===== src/rtl/dmem_arb_pkg.sv =====
// dmem_arb_pkg: shared types and constants for the two-master data-memory
// arbiter.
//   state_t  - arbiter FSM states (IDLE grants, RD_DATA returns read data)
//   M0 / M1  - master index constants
//   CNT_MAX  - saturation value of the wait counters
package dmem_arb_pkg;

  typedef enum logic {
    IDLE    = 1'b0,
    RD_DATA = 1'b1
  } state_t;

  localparam logic M0 = 1'b0;
  localparam logic M1 = 1'b1;

  localparam logic [31:0] CNT_MAX = '1;

endpackage


===== src/rtl/rr_arb2.sv =====
// rr_arb2: two-way round-robin selector.
// Ports:
//   req[1:0]  - request from master 0 / master 1
//   last      - index of the master granted most recently
//   gnt       - index of the winning master (valid when gnt_valid)
//   gnt_valid - at least one request present
module rr_arb2 (
  input  logic [1:0] req,
  input  logic       last,
  output logic       gnt,
  output logic       gnt_valid
);

  always_comb begin
    gnt_valid = |req;
    // Tie goes to the master that was not granted last; otherwise the
    // lone requester (req[1] alone selects 1, req[0] alone selects 0).
    if (req == 2'b11) gnt = ~last;
    else              gnt = req[1];
  end

endmodule


===== src/rtl/dmem_arb.sv =====
// dmem_arb: round-robin arbiter giving two masters access to one
// single-port synchronous SRAM. Writes complete in the grant cycle; reads
// return data one cycle after the grant (RD_DATA state).
// Ports:
//   clk, rst                         - clock, async active-high reset
//   mN_addr/rd_req/wr_req/wr_be/wr_data - master N request side
//   mN_rd_ready/wr_ready/rd_data     - master N completion side
//   mem_cs/we/be/addr/wdata, mem_rdata - SRAM port
//   perf_clr, mN_wait_cnt            - contention counters
// Build option: define DMEM_ARB_PERF_EN to implement the wait counters;
// otherwise they read as zero and perf_clr is ignored.
module dmem_arb
  import dmem_arb_pkg::*;
#(
  parameter int AW = 32,
  parameter int DW = 32
) (
  input  logic            clk,
  input  logic            rst,
  input  logic [AW-1:0]   m0_addr,
  input  logic            m0_rd_req,
  input  logic            m0_wr_req,
  input  logic [DW/8-1:0] m0_wr_be,
  input  logic [DW-1:0]   m0_wr_data,
  output logic            m0_rd_ready,
  output logic            m0_wr_ready,
  output logic [DW-1:0]   m0_rd_data,
  input  logic [AW-1:0]   m1_addr,
  input  logic            m1_rd_req,
  input  logic            m1_wr_req,
  input  logic [DW/8-1:0] m1_wr_be,
  input  logic [DW-1:0]   m1_wr_data,
  output logic            m1_rd_ready,
  output logic            m1_wr_ready,
  output logic [DW-1:0]   m1_rd_data,
  output logic            mem_cs,
  output logic            mem_we,
  output logic [DW/8-1:0] mem_be,
  output logic [AW-1:0]   mem_addr,
  output logic [DW-1:0]   mem_wdata,
  input  logic [DW-1:0]   mem_rdata,
  input  logic            perf_clr,
  output logic [31:0]     m0_wait_cnt,
  output logic [31:0]     m1_wait_cnt
);

  state_t     state_q, state_d;
  logic       owner_q, owner_d;
  logic       last_q,  last_d;
  logic [1:0] req;
  logic       win, win_vld, win_rd;
  logic [1:0] rd_rdy, wr_rdy;

  assign req = {m1_rd_req | m1_wr_req, m0_rd_req | m0_wr_req};

  rr_arb2 u_rr (
    .req       (req),
    .last      (last_q),
    .gnt       (win),
    .gnt_valid (win_vld)
  );

  always_comb begin
    state_d   = state_q;
    owner_d   = owner_q;
    last_d    = last_q;
    mem_cs    = 1'b0;
    mem_we    = 1'b0;
    mem_addr  = win ? m1_addr    : m0_addr;
    mem_be    = win ? m1_wr_be   : m0_wr_be;
    mem_wdata = win ? m1_wr_data : m0_wr_data;
    win_rd    = win ? m1_rd_req  : m0_rd_req;
    rd_rdy    = '0;
    wr_rdy    = '0;
    // Outputs are forced quiet while reset is held, even with requests up.
    if (!rst) begin
      case (state_q)
        IDLE: begin
          if (win_vld) begin
            mem_cs = 1'b1;
            last_d = win;
            // A read takes priority over a simultaneous write from the
            // same master; the write stays pending.
            if (win_rd) begin
              owner_d = win;
              state_d = RD_DATA;
            end else begin
              mem_we      = 1'b1;
              wr_rdy[win] = 1'b1;
            end
          end
        end
        RD_DATA: begin
          rd_rdy[owner_q] = 1'b1;
          state_d         = IDLE;
        end
        default: state_d = IDLE;
      endcase
    end
  end

  always_ff @(posedge clk or posedge rst) begin
    if (rst) begin
      state_q <= IDLE;
      owner_q <= M0;
      last_q  <= M1;
    end else begin
      state_q <= state_d;
      owner_q <= owner_d;
      last_q  <= last_d;
    end
  end

  assign m0_rd_ready = rd_rdy[M0];
  assign m1_rd_ready = rd_rdy[M1];
  assign m0_wr_ready = wr_rdy[M0];
  assign m1_wr_ready = wr_rdy[M1];
  assign m0_rd_data  = mem_rdata;
  assign m1_rd_data  = mem_rdata;

`ifdef DMEM_ARB_PERF_EN
  logic [31:0] wait0_q, wait1_q;

  always_ff @(posedge clk or posedge rst) begin
    if (rst) begin
      wait0_q <= '0;
      wait1_q <= '0;
    end else if (perf_clr) begin
      wait0_q <= '0;
      wait1_q <= '0;
    end else begin
      if (req[M0] && !(rd_rdy[M0] || wr_rdy[M0]) && wait0_q != CNT_MAX)
        wait0_q <= wait0_q + 32'd1;
      if (req[M1] && !(rd_rdy[M1] || wr_rdy[M1]) && wait1_q != CNT_MAX)
        wait1_q <= wait1_q + 32'd1;
    end
  end

  assign m0_wait_cnt = wait0_q;
  assign m1_wait_cnt = wait1_q;
`else
  logic unused_perf_clr;
  assign unused_perf_clr = perf_clr;
  assign m0_wait_cnt     = '0;
  assign m1_wait_cnt     = '0;
`endif

endmodule


===== config.mk =====
export PLATFORM = sky130hd
export DESIGN_NAME = dmem_arb
export DESIGN_NICKNAME = d
export VERILOG_FILES = /design/src/rtl/dmem_arb_pkg.sv /design/src/rtl/rr_arb2.sv /design/src/rtl/dmem_arb.sv
export SDC_FILE = /design/constraint.sdc
export NUM_CORES = 1
export LEC_CHECK = 0
export ABC_CLOCK_PERIOD_IN_PS = 2550
export CELL_PAD_IN_SITES_DETAIL_PLACEMENT = 1
export CELL_PAD_IN_SITES_GLOBAL_PLACEMENT = 1
export CORE_AREA = 4 4 143 145
export CTS_CLUSTER_SIZE = 20
export DETAILED_ROUTE_END_ITERATION = 10
export DIE_AREA = 0 0 147 149
export GPL_TIMING_DRIVEN = 0
export PLACE_DENSITY = 0.74
export SYNTH_ARGS = -nofsm -noshare
export SYNTH_HDL_FRONTEND = slang
export SYNTH_SLANG_ARGS = --single-unit

===== constraint.sdc =====
create_clock -name clk -period 2.55 [get_ports clk]
set_input_delay 0.51 -clock clk [delete_from_list [all_inputs] [get_ports clk]]
set_output_delay 0.51 -clock clk [all_outputs]
set_load 0.02 [all_outputs]

# Yosys cells after proc, flatten, opt, wreduce, memory -nomap -nowiden
# Cells that the tools add are included.
dict set report classes {
  magnitude_cmp 4
  eq_ne 1
  muxes 25
  n_bitwise 5
  n_reduce_logical 5
}
# op count
set op_table {}
lappend op_table {{32-bit 2-to-1 mux} 2}
lappend op_table {{1-bit 2-to-1 mux} 13}
lappend op_table {{2-bit 2-to-1 mux} 6}
lappend op_table {{1-bit by 2-bit less-than comparator with 1-bit output (second input constant)} 2}
lappend op_table {{4-bit 2-to-1 mux} 1}
lappend op_table {{4-bit AND reduction} 1}
lappend op_table {{1-bit NOT} 3}
lappend op_table {{3-bit AND reduction} 1}
lappend op_table {{1-bit demux with 1-bit select} 2}
lappend op_table {{2-bit equality test (second input constant)} 1}
lappend op_table {{1-bit >= comparator (second input constant)} 2}
lappend op_table {{1-bit logical AND} 2}
lappend op_table {{1-bit bitwise OR} 2}
lappend op_table {{1-bit one-hot mux with 2 select lines} 1}
lappend op_table {{2-bit OR reduction} 1}
dict set report word_totals {
  register_bits 3
  inputBits 175
  out_inout_bits 202
  wordCells 43
}

# Logic depth before layout (Yosys ltp)
# Gate-level depths: netlist (run 1).
dict set report logic_depth {
  word_depth 11
  ltp_mapped 4
  ltp_nobuf 3
}

# By module
# From an unflattened synthesis (run 1), not the netlist that was laid out.
dict set report hier_totals {
  hier_cells 229
  hier_area_um2 2013.2
}
# mod instances cells_each area_per_inst_um2 seq_area_each_um2
set by_module_without_submodules {}
lappend by_module_without_submodules {dmem_arb 1 227 1999.4 76.3}
lappend by_module_without_submodules {rr_arb2 1 2 13.8 0.0}

# Least setup slack after synthesis (run 1)
# No wires, ideal clock.
dict set report synth_path {
  kind {input port to output port}
  from {input m1_rd_req}
  to {output m0_wr_ready}
  t_arrival_ns 1.536
  t_required_ns 2.040
  path_slack_ns 0.504
  stages 3
  n_path_buf 0
  path_cell_list {or3b_1 o21a_1 nor3b_1}
}
dict set report synth_via {
  elab_chain_cells 11
  word_cells_on_any_way 14
  classes_between {order compare (2); eq/ne (1); mux (8); bitwise (1); reduce/logical (2)}
}
# element line
set synth_lines {}
lappend synth_lines {{start: declaration} dmem_arb.sv:29} ;# input logic m1_rd_req,
lappend synth_lines {{1-bit bitwise OR} dmem_arb.sv:54} ;# assign req = {m1_rd_req | m1_wr_req, m0_rd_req | m0_wr_req};
lappend synth_lines {{2-bit equality test} rr_arb2.sv:18} ;# if (req == 2'b11) gnt = ~last;
lappend synth_lines {{1-bit 2-to-1 mux} rr_arb2.sv:18}
lappend synth_lines {{1-bit by 2-bit less-than comparator with 1-bit output (implied by the code) or 1-bit >= comparator (tied branches)} dmem_arb.sv:89} ;# wr_rdy[win] = 1'b1;
lappend synth_lines {{1-bit logical AND (implied by the code)} dmem_arb.sv:89}
lappend synth_lines {{1-bit 2-to-1 mux (implied by the code)} dmem_arb.sv:89}
lappend synth_lines {{1-bit demux with 1-bit select} dmem_arb.sv:89}
lappend synth_lines {{2-bit 2-to-1 mux} dmem_arb.sv:84} ;# if (win_rd) begin
lappend synth_lines {{2-bit 2-to-1 mux (*)} dmem_arb.sv:79} ;# if (win_vld) begin
lappend synth_lines {{2-bit 2-to-1 mux (*)} dmem_arb.sv:77} ;# case (state_q)
lappend synth_lines {{2-bit 2-to-1 mux (*)} dmem_arb.sv:76} ;# if (!rst) begin
lappend synth_lines {{end: declaration} dmem_arb.sv:26} ;# output logic m0_wr_ready,
# Every way passes the cells marked *; elsewhere a longest branch is shown, timed or not.

# Worst setup path in the final report (run 1)
dict set report layout_path {
  from {input m0_rd_req}
  to {output mem_wdata[21]}
}
dict set report layout_via {
  elab_chain_cells 4
}
# element line
set layout_lines {}
lappend layout_lines {{start: declaration} dmem_arb.sv:21} ;# input logic m0_rd_req,
lappend layout_lines {{1-bit bitwise OR} dmem_arb.sv:54}
lappend layout_lines {{2-bit equality test} rr_arb2.sv:18}
lappend layout_lines {{1-bit 2-to-1 mux} rr_arb2.sv:18}
lappend layout_lines {{32-bit 2-to-1 mux} dmem_arb.sv:71} ;# mem_wdata = win ? m1_wr_data : m0_wr_data;
lappend layout_lines {{end: declaration} dmem_arb.sv:40} ;# output logic [DW-1:0] mem_wdata,
# Every way passes these cells.

==> Flow_metrics.wiki, run 1 <==
{| class="wikitable"
! Metric !! Value
|-
| Critical Path End Type || primary output
|-
| Area fraction of the dominant cell type after synthesis || 0.463
|-
| Complex-gate fraction of the synthesized area || 0.0266
|-
| Final antenna diode count || 0
|-
| Worst-case clock skew || between 0.0008 and 0.0009 ns
|-
| Proportion of power drawn by combinational gates || 0.865
|-
| Overall die width || roughly 150 um
|-
| Number of buffers created by CTS || 3
|-
| Post-Route Setup TNS || 0 ns
|-
| Share of power burned in the clock network || 0.099
|-
| Area added between synthesis and finish || 168%
|-
| Top cells by area, synth || sky130_fd_sc_hd__buf_4 (46%), sky130_fd_sc_hd__mux2_2 (33%), sky130_fd_sc_hd__mux2_4 (5.1%)
|-
| Psw || between 1 and 1.5 mW
|-
| Flops & latches, synth || 3
|-
| Overall via count from detail_route || 2,619
|-
| Power per standard cell area || 450 mW/mm2
|-
| Routed Antenna Nets || 0
|-
| Core region area || roughly 0.019 mm2
|-
| Number of max-cap violations || 0
|-
| Number of antenna violations at the first check in global routing || 0
|-
| Global-route wire length before repair || between 15,000 and 20,000 um
|-
| I/O pins || approximately 380
|-
| Synthesized area divided by synthesized cell count || 9.05 um2
|-
| Netlist area before placement || approximately 0.0021 mm2
|-
| Register area share after synthesis || 0.0368
|-
| Worst R2R Setup Slack || 1.32 ns
|-
| Adder-cell area share of the yosys netlist || 0
|-
| Post-route worst hold slack || 0.489 ns
|-
| Weighted congestion at the end of routability-driven global placement || between 0.6 and 0.7
|-
| Number of cells produced by synthesis || 229
|-
| Cell at the root of the clock tree || sky130_fd_sc_hd__clkbuf_16
|-
| Height of the die || 149 um
|-
| Worst supply voltage drop on vdd || 0.205 mV
|-
| Detailed-route DRC error count || 0
|-
| Pleak || roughly 2.6 nW
|-
| Final worst path period share || 0.979
|-
| Peak fanout along the critical path || 10
|-
| Total wirelength of the detailed-routed design || 11,400 um
|-
| Number of failing hold endpoints at the final stage || 0
|-
| Clock Sink Count || 3
|-
| Run status || complete, no violations
|-
| Internal Power || approximately 1.5 mW
|-
| Post-detailed-placement cell area || approximately 0.0054 mm2
|-
| Reg power frac || 0.036
|-
| Top library cells by usage in the layout, fill and taps aside || sky130_fd_sc_hd__clkdlybuf4s50_1 (203), sky130_fd_sc_hd__buf_4 (129), sky130_fd_sc_hd__conb_1 (64)
|-
| Data required time of the critical path || 2.04 ns
|-
| Yosys top cell by area || sky130_fd_sc_hd__buf_4
|-
| Yosys cell types || 22
|-
| Area of the die || about 0.022 mm2
|-
| Setup crit start kind || primary input
|-
| Vias per cell || 3.11
|-
| Fmax achieved || roughly 400 MHz
|-
| Fillers || about 2,300
|-
| Global Route Usage Sum || 0.0923
|-
| Largest net degree at the start of global routing || 11
|-
| Number of placed instances with taps included || roughly 840
|-
| Max-slew violations || 0
|-
| Starting density of the core || 0.108
|-
| HPWL reported at the end of detailed placement || approximately 11,000 um
|-
| Setup violations, final || 0
|-
| First-pass iteration count of the detailed router || 3
|-
| Final Cell Area || 0.00556 mm2
|-
| Kind of critical path || primary input to primary output
|-
| Layout cells sized above 1 || 0.487
|-
| Final Instance Count excl. Fillers || 842
|-
| Switching Fraction || 0.417
|-
| Count of warnings emitted by yosys || 0
|-
| Power, Total || between 2 and 3 mW
|-
| # rows || just over 50
|-
| Clock H-tree levels || 1
|-
| GRT overflow || 0
|-
| Via count of the first global-routing pass || roughly 2,900
|-
| Post-Synth XOR/XNOR Area || 0
|-
| Drt wl/cell || around 14 um
|-
| Count of buffers inserted at the top-level ports || about 280
|-
| Type of the most critical hold path || register to register
|-
| Portion of netlist area occupied by mux cells || 0.392
|-
| Arrival time worst endpoint || just under 2 ns
|-
| Most common library cell in the layout ignoring fill and taps || sky130_fd_sc_hd__clkdlybuf4s50_1
|-
| Main combinational cell family by area after synthesis || buffers and inverters
|-
| Min Tclk post-route || roughly 2.5 ns
|-
| Setup repair after global routing missed its margin || no
|-
| Number of design-rule violations left by the first detailed-router iteration || 32
|-
| Buffer depth of the longest clock path || 2
|-
| Insertion delay to the later sink of the worst-skew pair || about 0.22 ns
|-
| TritonCTS clock tree || built
|-
| Clock-pin slew reported for the worst setup and hold paths after clock tree synthesis || about 0.030 ns
|-
| Number of nets in the layout || about 750
|-
| Post-synthesis simple-gate area fraction || 0.0344
|}
## critical path, stage by stage
cell                              delay, ns
sky130_fd_sc_hd__dlygate4sd2_1         0.29
sky130_fd_sc_hd__o21ai_2               0.20
sky130_fd_sc_hd__o21ai_4               0.09
sky130_fd_sc_hd__buf_12                0.16
sky130_fd_sc_hd__buf_12                0.15
sky130_fd_sc_hd__mux2_4                0.29
sky130_fd_sc_hd__clkdlybuf4s15_1       0.29
## worst paths after layout
path / startpoint / to / depth (start not counted)
max in group asynchronous: rst / last_q / 2
min in group asynchronous: rst / owner_q / 2
min: last_q / last_q / 2
max: m0_rd_req / mem_wdata[21] / 7
max reg2reg: last_q / owner_q / 5
min reg2reg: last_q / last_q / 2
## flip-flops by register name (all words and copies together) (netlist names)
| name | count |
|---|---|
| last_q | 1 |
| owner_q | 1 |
| state_q | 1 |
## power groups by stage
stage / clock network [mW] / logic [mW] / registers, mW
floorplan: 0 / 1.26 / 0.0861
global placement: 0 / 2.20 / 0.0905
detailed placement: 0 / 2.22 / 0.0917
CTS: 0.250 / 2.21 / 0.0920
global route: 0.260 / 2.31 / 0.0943
finish: 0.247 / 2.17 / 0.0912
## kinds of logic (layout without fill, tap and decap cells)
logic type | count (synthesis) | count (layout)
and+or+nand+nor | 11 | 11
other | 1 | 64
muxes | 70 | 70
AOI/OAI and AO/OA | 5 | 5
buffers and inverters | 139 | 424
DFF | 3 | 3
## area by class of cell
class / instances / area (um2) / area share
Inverter: 4 / 15.0 / 0.00270
Buffer: 135 / 1090 / 0.196
Sequential cell: 3 / 76.3 / 0.0137
Timing Repair Buffer: 281 / 2790 / 0.501
Clock buffer: 4 / 78.8 / 0.0142
Multi-Input combinational cell: 150 / 1180 / 0.212
Tap cell: 265 / 332 / 0.0596
## per-layer routing
layer  up-vias  track usage  wire [um]
li1       1267            -          -
met1      1145       0.0919       3670
met2       203        0.187       6250
met3         4       0.0337       1410
met4         0       0.0112         53
met5         -            0          0
## cell usage after synthesis (all sizes together)
cell type / number
a21boi: 1
and3: 2
and4b: 1
buf: 135
conb: 1
dfrtp: 2
dfstp: 1
inv: 4
mux2: 68
mux2i: 2
nand2: 3
nor2: 2
nor3b: 1
o2111ai: 1
o21a: 1
o21ai: 2
or3b: 1
or4: 1
## timing repair
item	in CTS	in global routing
setup buffers	2	0
hold buffers	0	0
setup endpoints to repair	72	1
resized for setup	240	1
pin swaps	2	0
endpoints found under the hold margin	0	0
## metrics by stage
step | worst slack (ns) | utilization
2_1_floorplan | 0.504 | -
6_report | 0.0540 | 0.290
4_1_cts | 0.0286 | 0.290
3_3_place_gp | -0.756 | 0.283
5_1_grt | 0.00502 | 0.290
3_5_place_dp | -0.757 | 0.283
(Power assumes the default switching activity.)
==> run 2, diff against run 1 <==
--- a/config.mk
+++ b/config.mk
@@ -9,6 +9,7 @@
 export CELL_PAD_IN_SITES_DETAIL_PLACEMENT = 1
 export CELL_PAD_IN_SITES_GLOBAL_PLACEMENT = 1
 export CORE_AREA = 4 4 143 145
+export CTS_BUF_LIST = sky130_fd_sc_hd__clkbuf_16
 export CTS_CLUSTER_SIZE = 20
 export DETAILED_ROUTE_END_ITERATION = 10
 export DIE_AREA = 0 0 147 149
==> run 2 against run 1 <==
Cell count unchanged. Worst hold slack unchanged. Total power decreased by 0.15%. Largest cell class unchanged. Combinational power about the same. Maximum frequency unchanged. Critical path depth unchanged. Clock power decreased by 2%. Die area unchanged. Worst setup slack about the same. Register-to-register slack about the same. Clock-buffer cell count decreased by 1.
==> Flow_metrics.wiki, run 2 (synthesis results as in run 1) <==
{| class="wikitable"
! Metric !! Value
|-
| Overall via count from detail_route || 2,620 (was 2,619)
|-
| Total wirelength of the detailed-routed design || 11,400 um (unchanged)
|-
| Number of max-cap violations || 0 (unchanged)
|-
| Hold Path Cell Cnt || 2 (unchanged)
|-
| First-pass iteration count of the detailed router || 3 (unchanged)
|-
| Starting density of the core || 0.108 (unchanged)
|-
| Power per standard cell area || 450 mW/mm2 (about the same)
|-
| Global Route Usage Sum || 0.0923 (unchanged)
|-
| Top library cells by usage in the layout, fill and taps aside || sky130_fd_sc_hd__clkdlybuf4s50_1 (203), sky130_fd_sc_hd__buf_4 (129), sky130_fd_sc_hd__conb_1 (64) (unchanged)
|-
| Run status || complete, no violations (unchanged)
|-
| Clock H-tree levels || 1 (unchanged)
|-
| Height of the die || 149 um (unchanged)
|-
| Layout cells sized above 1 || 0.487 (unchanged)
|-
| Power, Total || 2.50 mW (was 2.51 mW)
|-
| I/O pins || 377 (unchanged)
|-
| Routed Antenna Nets || 0 (unchanged)
|-
| Largest net degree at the start of global routing || 11 (unchanged)
|-
| Overall die width || 147 um (unchanged)
|-
| Most common library cell in the layout ignoring fill and taps || sky130_fd_sc_hd__clkdlybuf4s50_1 (unchanged)
|-
| Kind of critical path || primary input to primary output (unchanged)
|-
| Registers with the highest flip-flop counts || last_q: 1 flops, owner_q: 1 flops, state_q: 1 flops (unchanged)
|-
| Buffer depth of the longest clock path || 2 (unchanged)
|-
| Worst-case clock skew || 0.000538 ns (was 0.000845 ns)
|-
| Worst supply voltage drop on vdd || 0.202 mV (was 0.205 mV)
|-
| Number of buffers created by CTS || 3 (unchanged)
|-
| Cell at the root of the clock tree || sky130_fd_sc_hd__clkbuf_16 (unchanged)
|-
| Setup violations, final || 0 (unchanged)
|-
| Data required time of the critical path || 2.04 ns (about the same)
|-
| Global-route wire length before repair || 16,100 um (unchanged)
|-
| Peak fanout along the critical path || 10 (unchanged)
|-
| Post-route worst hold slack || 0.489 ns (unchanged)
|-
| Vias per cell || 3.11 (about the same)
|-
| Setup repair after global routing missed its margin || no (unchanged)
|-
| Core region area || 0.0192 mm2 (unchanged)
|-
| Weighted congestion at the end of routability-driven global placement || 0.686 (unchanged)
|-
| Utilization of the core after routing || 0.290 (unchanged)
|-
| Arrival time worst endpoint || 1.99 ns (about the same)
|-
| Clock-pin slew reported for the worst setup and hold paths after clock tree synthesis || 0.03 ns (about the same)
|-
| Final antenna diode count || 0 (unchanged)
|-
| Count of buffers inserted at the top-level ports || 279 (unchanged)
|-
| Insertion delay to the later sink of the worst-skew pair || 0.22 ns (about the same)
|-
| Number of design-rule violations left by the first detailed-router iteration || 32 (unchanged)
|-
| Worst R2R Setup Slack || 1.32 ns (about the same)
|-
| Via count of the first global-routing pass || 2,903 (unchanged)
|-
| Critical Path End Type || primary output (unchanged)
|-
| Final worst path period share || 0.979 (about the same)
|-
| Min-delay src || last_q (unchanged)
|-
| Area added between synthesis and finish || 168% (unchanged)
|-
| Min Tclk post-route || 2.50 ns (about the same)
|-
| Startpoint of the worst-slack reg-to-reg timing path || last_q (unchanged)
|-
| Fmax achieved || 401 MHz (unchanged)
|-
| Clock Sink Count || 3 (unchanged)
|-
| TritonCTS clock tree || built (unchanged)
|-
| # rows || 51 (unchanged)
|-
| Launch point of the critical path || m0_rd_req (unchanged)
|-
| Drt wl/cell || 13.5 um (unchanged)
|-
| Number of failing hold endpoints at the final stage || 0 (unchanged)
|-
| Number of cell instances on the worst register-to-register path || 5 (unchanged)
|-
| Number of nets in the layout || 753 (unchanged)
|-
| Number of antenna violations at the first check in global routing || 0 (unchanged)
|-
| Area of the die || 0.0219 mm2 (unchanged)
|-
| HPWL reported at the end of detailed placement || 10,500 um (unchanged)
|-
| GRT overflow || 0 (unchanged)
|-
| Max-slew violations || 0 (unchanged)
|-
| Detailed-route DRC error count || 0 (unchanged)
|-
| Setup crit start kind || primary input (unchanged)
|-
| Type of the most critical hold path || register to register (unchanged)
|-
| Fillers || 2,284 (unchanged)
|-
| Pleak || 2.57 nW (about the same)
|}
==> run 2: power by group <==
group / switching (mW) / internal, mW
Sequential: 0.0168 / 0.0744
Combinational: 0.988 / 1.18
Clock: 0.0411 / 0.202
==> run 2: final timing paths <==
| kind | endpoint |
|---|---|
| hold / removal | last_q |
| setup reg to reg | owner_q |
| hold reg to reg | last_q |
| max in group asynchronous | last_q |
| min in group asynchronous | owner_q |
| setup / recovery | mem_wdata[21] |
==> run 2: critical path: stages <==
cell,delay [ns]
sky130_fd_sc_hd__dlygate4sd2_1,0.29
sky130_fd_sc_hd__o21ai_2,0.20
sky130_fd_sc_hd__o21ai_4,0.09
sky130_fd_sc_hd__buf_12,0.16
sky130_fd_sc_hd__buf_12,0.15
sky130_fd_sc_hd__mux2_4,0.29
sky130_fd_sc_hd__clkdlybuf4s15_1,0.29
==> run 2: cell type report <==
cell class | instances | area, um2 | share of cell area
plain buffers | 135 | 1090 | 0.196
inverters | 4 | 15.0 | 0.00270
repair buffers | 281 | 2790 | 0.501
flip-flops and latches | 3 | 76.3 | 0.0137
clock buffers | 3 | 75.1 | 0.0135
multi-input cells | 150 | 1180 | 0.212
clock inverters | 1 | 3.75 | 0.000675
well taps | 265 | 332 | 0.0596
==> run 2: metal layers <==
layer | wire length [um] | GRT usage | vias to the layer above
li1 | - | - | 1267
met1 | 3670 | 0.0919 | 1146
met2 | 6250 | 0.187 | 203
met3 | 1410 | 0.0337 | 4
met4 | 53 | 0.0112 | 0
met5 | 0 | 0 | -
==> run 2: stage by stage <==
stage | instance area, um2 | std cells | setup slack, ns | TNS [ns]
2_1_floorplan | 2310 | 292 | 0.504 | 0
3_3_place_gp | 5430 | 836 | -0.756 | -48.33
3_5_place_dp | 5430 | 836 | -0.757 | -49.09
4_1_cts | 5560 | 842 | 0.0286 | 0
5_1_grt | 5560 | 842 | 0.00502 | 0
6_report | 5560 | 842 | 0.0540 | 0
==> run 2: repair_timing <==
action / CTS / global route
pin swaps: 2 / 0
buffers inserted: 2 / 0
hold buffers: 0 / 0
endpoints found under the hold margin: 0 / 0
resized for setup: 240 / 1
endpoints found under the setup margin: 72 / 1
==> patch 1, RTL diff (flow settings as in run 1) <==
Build with the macro `DMEM_ARB_PERF_EN` defined.
--- a/src/rtl/dmem_arb.sv
+++ b/src/rtl/dmem_arb.sv
@@ -11,2 +11,4 @@
 // otherwise they read as zero and perf_clr is ignored.
+`define DMEM_ARB_PERF_EN
+
 module dmem_arb
Formal check against the unedited RTL: not equivalent (a bounded check fails within 4 cycles, from zero or initial values and one cycle with rst high).
==> patch 1 against run 1 <==
Total power rose by 74%. Cell area up 67%. Wire length is 140% higher. Synthesized area rose to 2.5 times the old value. Sequential cell count up 64. Combinational power down 9.7%. Maximum frequency down 0.20%. Worst hold slack got worse by 0.26 ns. Worst setup slack got worse by 0.0050 ns.
==> patch 1: results (changes against run 1) <==
Status
  – Status: complete, no violations

Clock network
  – Worst-Skew Late Latency: 0.34 ns (+0.12 ns)
  – Num CTS Buffers: 9 (+6)
  – Root Driver: clkbuf_16
  – H-tree levels: 3 (+2)
  – Clock transition at path regs: 0.06 ns (+0.03 ns)
  – CTS max path bufs: 2 (unchanged)

Power and ir drop
  – Pleak: 3.67 nW (+43%)
  – Max IR drop VDD: 0.289 mV (+41%)

Cells and area
  – Post-route insts no fill: 1,211 (+44%)
  – Nets: 1,118 (+48%)
  – # fillers: 2,248 (-1.6%)
  – Ant diodes: 0 (unchanged)
  – Share of cells above drive strength 1: 30.9% (-18 points)

GRT
  – Largest net degree at the start of global routing: 41 (+30)
  – First-pass GRT wire length: 39.4 mm (+140%)
  – Number of antenna violations at the first check in global routing: 0 (unchanged)
  – Vias in the first global route: 6,354 (+120%)
  – Total track usage: 23.6% (+14 points)

Route
  – Drt pass-1 iters: 4 (+1)
  – Met2 WL: 14.4 mm (+130%)
  – Top Metal Used: met4
  – Drt total wl: 27.2 mm (+140%)
  – Met3 WL: 1.67 mm (+19%)
  – Initial DRC count: 272 (+750%)
  – DR vias: 6,151 (+130%)
  – Post-route met1 wirelength: 10.6 mm (+190%)

Setup path
  – Worst R2R End: m1_wait_cnt[27]
  – R2r setup slk: 0.09 ns (-1.23 ns)
  – Crit-path leading delay family: buffers and inverters
  – Crit-path max FO: 10 (unchanged)
  – R2R depth: 7 (+2)
  – Critical Path Max Stage Delay: 0.31 ns (+0.02 ns)
  – Crit path DAT: 1.99 ns (about the same)

Synth
  – FFs w/ async S/R, synth: 100% (unchanged)
  – Top post-synthesis cells by count: mux2_2, dfrtp_1, buf_4, a21oi_1, nor2_1
  – Synth top area cells: dfrtp_1, mux2_2, buf_4, a21oi_1, nand4_1
  – Unique cell type count in the Yosys netlist: 59 (+170%)
  – Commonest register cell after synthesis: dfrtp_1
  – Yosys warning count: 0 (unchanged)
  – Post-Syn Instances: 574 (+150%)
  – Register area share after synthesis: 32.2% (+29 points)

Timing
  – Final period util: 98.1% (+0.19 points)
  – Slew Limit Headroom: 56.4%
  – Final Skew: 0.00681 ns (+0.00596 ns)

Worst hold path
  – HP Class: in -> async

Place
  – Gp weighted congestion: 0.785 (+14%)
  – Port Buf Inserts: 343 (+23%)
  – DP HPWL: 22.6 mm (+110%)
  – Dpl ws: -1.50 ns (-0.744 ns)
-- patch 1: cell count changes in the layout (fill, tap and decap cells not counted), sizes merged, moves of 36 or more --
cell,run 1,this run
dfrtp,2,66
conb,64,0
a21oi,0,36
clkdlybuf4s15,51,1
clkbuf,4,71
clkdlybuf4s50,203,267
-- patch 1: logic make-up (layout without fill, tap and decap cells) --
| kind of cell | after synthesis | count (layout) | synth area share [%] |
|---|---|---|---|
| multiplexers | 77 | 77 | 16.6 |
| AO/OA/AOI/OAI | 119 | 119 | 15.4 |
| XOR/XNOR | 12 | 12 | 2.02 |
| adder cells (fa/ha/maj) | 2 | 2 | 0.480 |
| buffers and inverters | 102 | 474 | 12.1 |
| flip-flops | 67 | 67 | 32.2 |
| AND/OR/NAND/NOR | 195 | 195 | 21.2 |
-- patch 1: worst max path at each step --
stage	startpoint	to	cells past startpoint
floorplan	rst	m1_wait_cnt[27]	7
global placement	m0_rd_req	mem_wdata[31]	6
detailed placement	m0_rd_req	mem_wdata[31]	6
CTS	m0_rd_req	mem_wdata[31]	7
global route	m1_wait_cnt[0]	m1_wait_cnt[18]	6
finish	m0_rd_req	mem_addr[6]	7
-- patch 1: metrics by stage --
step                instance area, µm²  hold WS, ns
floorplan                         5220        0.471
global placement                  8990        0.498
detailed placement                9010        0.495
CTS                               9440        0.231
global route                      9280        0.254
finish                            9280        0.228
-- patch 1: cell type report --
| cell class | count | area (µm²) | area share [%] |
|---|---|---|---|
| Buffer | 92 | 688 | 7.42 |
| Clock buffer | 15 | 288 | 3.10 |
| Clock inverter | 1 | 5.00 | 0.0540 |
| Inverter | 9 | 36.3 | 0.391 |
| Multi-Input combinational cell | 405 | 3040 | 32.7 |
| Sequential cell | 67 | 1680 | 18.1 |
| Tap cell | 265 | 332 | 3.57 |
| Timing Repair Buffer | 357 | 3210 | 34.6 |
-- patch 1: what timing repair did --
action	in CTS	in global routing
gates resized for setup	233	114
endpoints found under the hold margin	0	0
endpoints found under the setup margin	120	98
pin swaps	4	4
buffers inserted	6	7
-- patch 1: worst register-to-register path: stages, from the launching register on --
cell,delay (ns)
dfstp_2,0.56
o21ai_4,0.07
buf_4,0.16
a211o_4,0.36
or4_1,0.55
buf_6,0.16
nor3_2,0.16
mux2_2,0.34
-- patch 1: where the power goes --
part | internal (mW) | total (mW) | switching [mW]
clock network | 0.765 | 1.25 | 0.484
registers | 1.10 | 1.16 | 0.0589
logic | 0.931 | 1.96 | 1.02
total | 2.80 | 4.36 | 1.57
-- patch 1: metal layers --
metal / vias up / global-route usage [%]
met4: 0 / 6.10
li1: 2859 / -
met1: 3056 / 27.7
met3: 22 / 5.01
met5: - / 0
met2: 214 / 43.6
==> patch 2, RTL diff (config.mk and constraints of run 1) <==
Made on the original files. The parameter `DW` goes from 32 to 28.
--- a/src/rtl/dmem_arb.sv
+++ b/src/rtl/dmem_arb.sv
@@ -15,3 +15,3 @@
   parameter int AW = 32,
-  parameter int DW = 32
+  parameter int DW = 28
 ) (
Interface: changed (9 resized); port bits go from 377 to 350. No check against the original RTL was run, so the function may have changed too.
==> patch 2 against run 1 <==
Sequential share of layout area up 0.10 points. Critical path depth down 3. Cell area down 7.1%. Sequential power up 0.9%. Total power down 4.2%. Wire length down 3.8%. Largest cell class unchanged. Worst setup slack better by 0.022 ns. Global-route usage down 0.37 points. Maximum frequency up 0.87%. Synthesized area down 1.6%. Highest routed layer unchanged. Sequential cell count unchanged.
==> patch 2: results (changes against run 1) <==
Clock network
  – Root Driver: clkbuf_16
  – Setup Buffers After CTS: 4 (+2)
  – CTS resizes: 253 (+5.4%)

Setup path
  – R2r setup slk: 1.28 ns (-0.04 ns)
  – Critical Path Max Stage Delay: 0.61 ns (+0.32 ns)
  – Max stage delay cell, worst path: clkdlybuf4s50_1
  – R2R depth: 5 (unchanged)
  – Worst setup path end: m1_wr_ready
  – Worst R2R End: owner_q
  – Crit-path max FO: 3 (-7)
  – Worst Setup SP: rst
  – Crit path DAT: 1.96 ns (-0.03 ns)

Cells and area
  – Nets: 705 (-6.4%)
  – Share of cells above drive strength 1: 48.6% (-0.081 points)

Place
  – Gp weighted congestion: 0.694 (+1.1%)
  – Port Buf Inserts: 256 (-8.2%)
  – Dpl ws: -0.619 ns (+0.138 ns)
  – DP HPWL: 10.3 mm (-2.5%)

Timing
  – Setup violators final: 0 (unchanged)
  – Max Clk Rate: 0.404 GHz (+0.87%)
  – Final Skew: 0.00101 ns (+0.000166 ns)

Route
  – Met3 WL: 1.23 mm (-12%)
  – Drt pass-1 iters: 2 (-1)
  – DR vias: 2,457 (-6.2%)
  – Top Metal Used: met4
  – Post-route met1 wirelength: 3.60 mm (-1.7%)
  – Initial DRC count: 18 (-44%)
  – Drt total wl: 10.9 mm (-3.8%)
  – Met2 WL: 6.04 mm (-3.4%)

Synth
  – Commonest register cell after synthesis: dfrtp_1
  – Synth top area cells: buf_4, mux2_4, mux2_2, buf_6, dfrtp_1
  – Unique cell type count in the Yosys netlist: 21 (-4.5%)
  – Top post-synthesis cells by count: buf_4, mux2_4, mux2_2, buf_6, inv_1
  – Register area share after synthesis: 3.74% (+0.059 points)

GRT
  – First-pass GRT wire length: 15.2 mm (-5.4%)
  – Total track usage: 8.86% (-0.37 points)
  – Vias in the first global route: 2,656 (-8.5%)

Power and ir drop
  – Max IR drop VDD: 0.190 mV (-7.3%)
  – Pleak: 2.51 nW (-2.4%)

Status
  – Status: complete, no violations
patch 2: kinds of logic (layout without fill, tap and decap cells):
| logic type | count (synthesis) | count (layout) | share of synthesized area [%] |
|---|---|---|---|
| mux | 65 | 65 | 42.6 |
| compound gates | 5 | 5 | 2.02 |
| flops | 3 | 3 | 3.74 |
| other cells | 1 | 64 | 0.184 |
| buf+inv | 131 | 395 | 48.1 |
| simple gates | 11 | 11 | 3.37 |
patch 2: worst min path at each step:
| stage | cells after the start | endpoint | from | slack [ns] |
|---|---|---|---|---|
| finish | 2 | last_q | last_q | 0.51 |
| global route | 2 | last_q | last_q | 0.55 |
| CTS | 2 | last_q | last_q | 0.51 |
| detailed placement | 2 | last_q | last_q | 0.50 |
| global placement | 2 | last_q | last_q | 0.49 |
| floorplan | 1 | owner_q | rst | 0.27 |
patch 2: per-layer routing:
layer  track usage [%]  vias up
met2              17.3      171
met1              9.26     1095
met4              1.26        0
met5                 0        -
met3              3.25        4
li1                  -     1187
patch 2: cell type report:
type / instances / area (µm²)
Fill cell: 2272 / 14000
Timing Repair Buffer: 260 / 2420
Multi-Input combinational cell: 145 / 1230
Buffer: 127 / 1020
Tap cell: 265 / 332
Clock buffer: 4 / 78.8
Sequential cell: 3 / 76.3
Inverter: 4 / 15.0
patch 2: through the flow:
stage          instance area, µm²  std cells  utilization, %
3_3_place_gp                 5170        800            26.9
6_report                     5170        808            26.9
3_5_place_dp                 5170        800            26.9
5_1_grt                      5170        808            26.9
4_1_cts                      5170        808            26.9
2_1_floorplan                2280        279               -
patch 2: worst min-delay path: stages (launching register included):
cell     delay [ns]
dfstp_2        0.38
inv_1          0.05
mux2i_1        0.06
patch 2: where the power goes:
part / internal (mW) / switching, mW
sequential: 0.0745 / 0.0175
combinational: 1.11 / 0.957
clock: 0.206 / 0.0402
total: 1.39 / 1.01
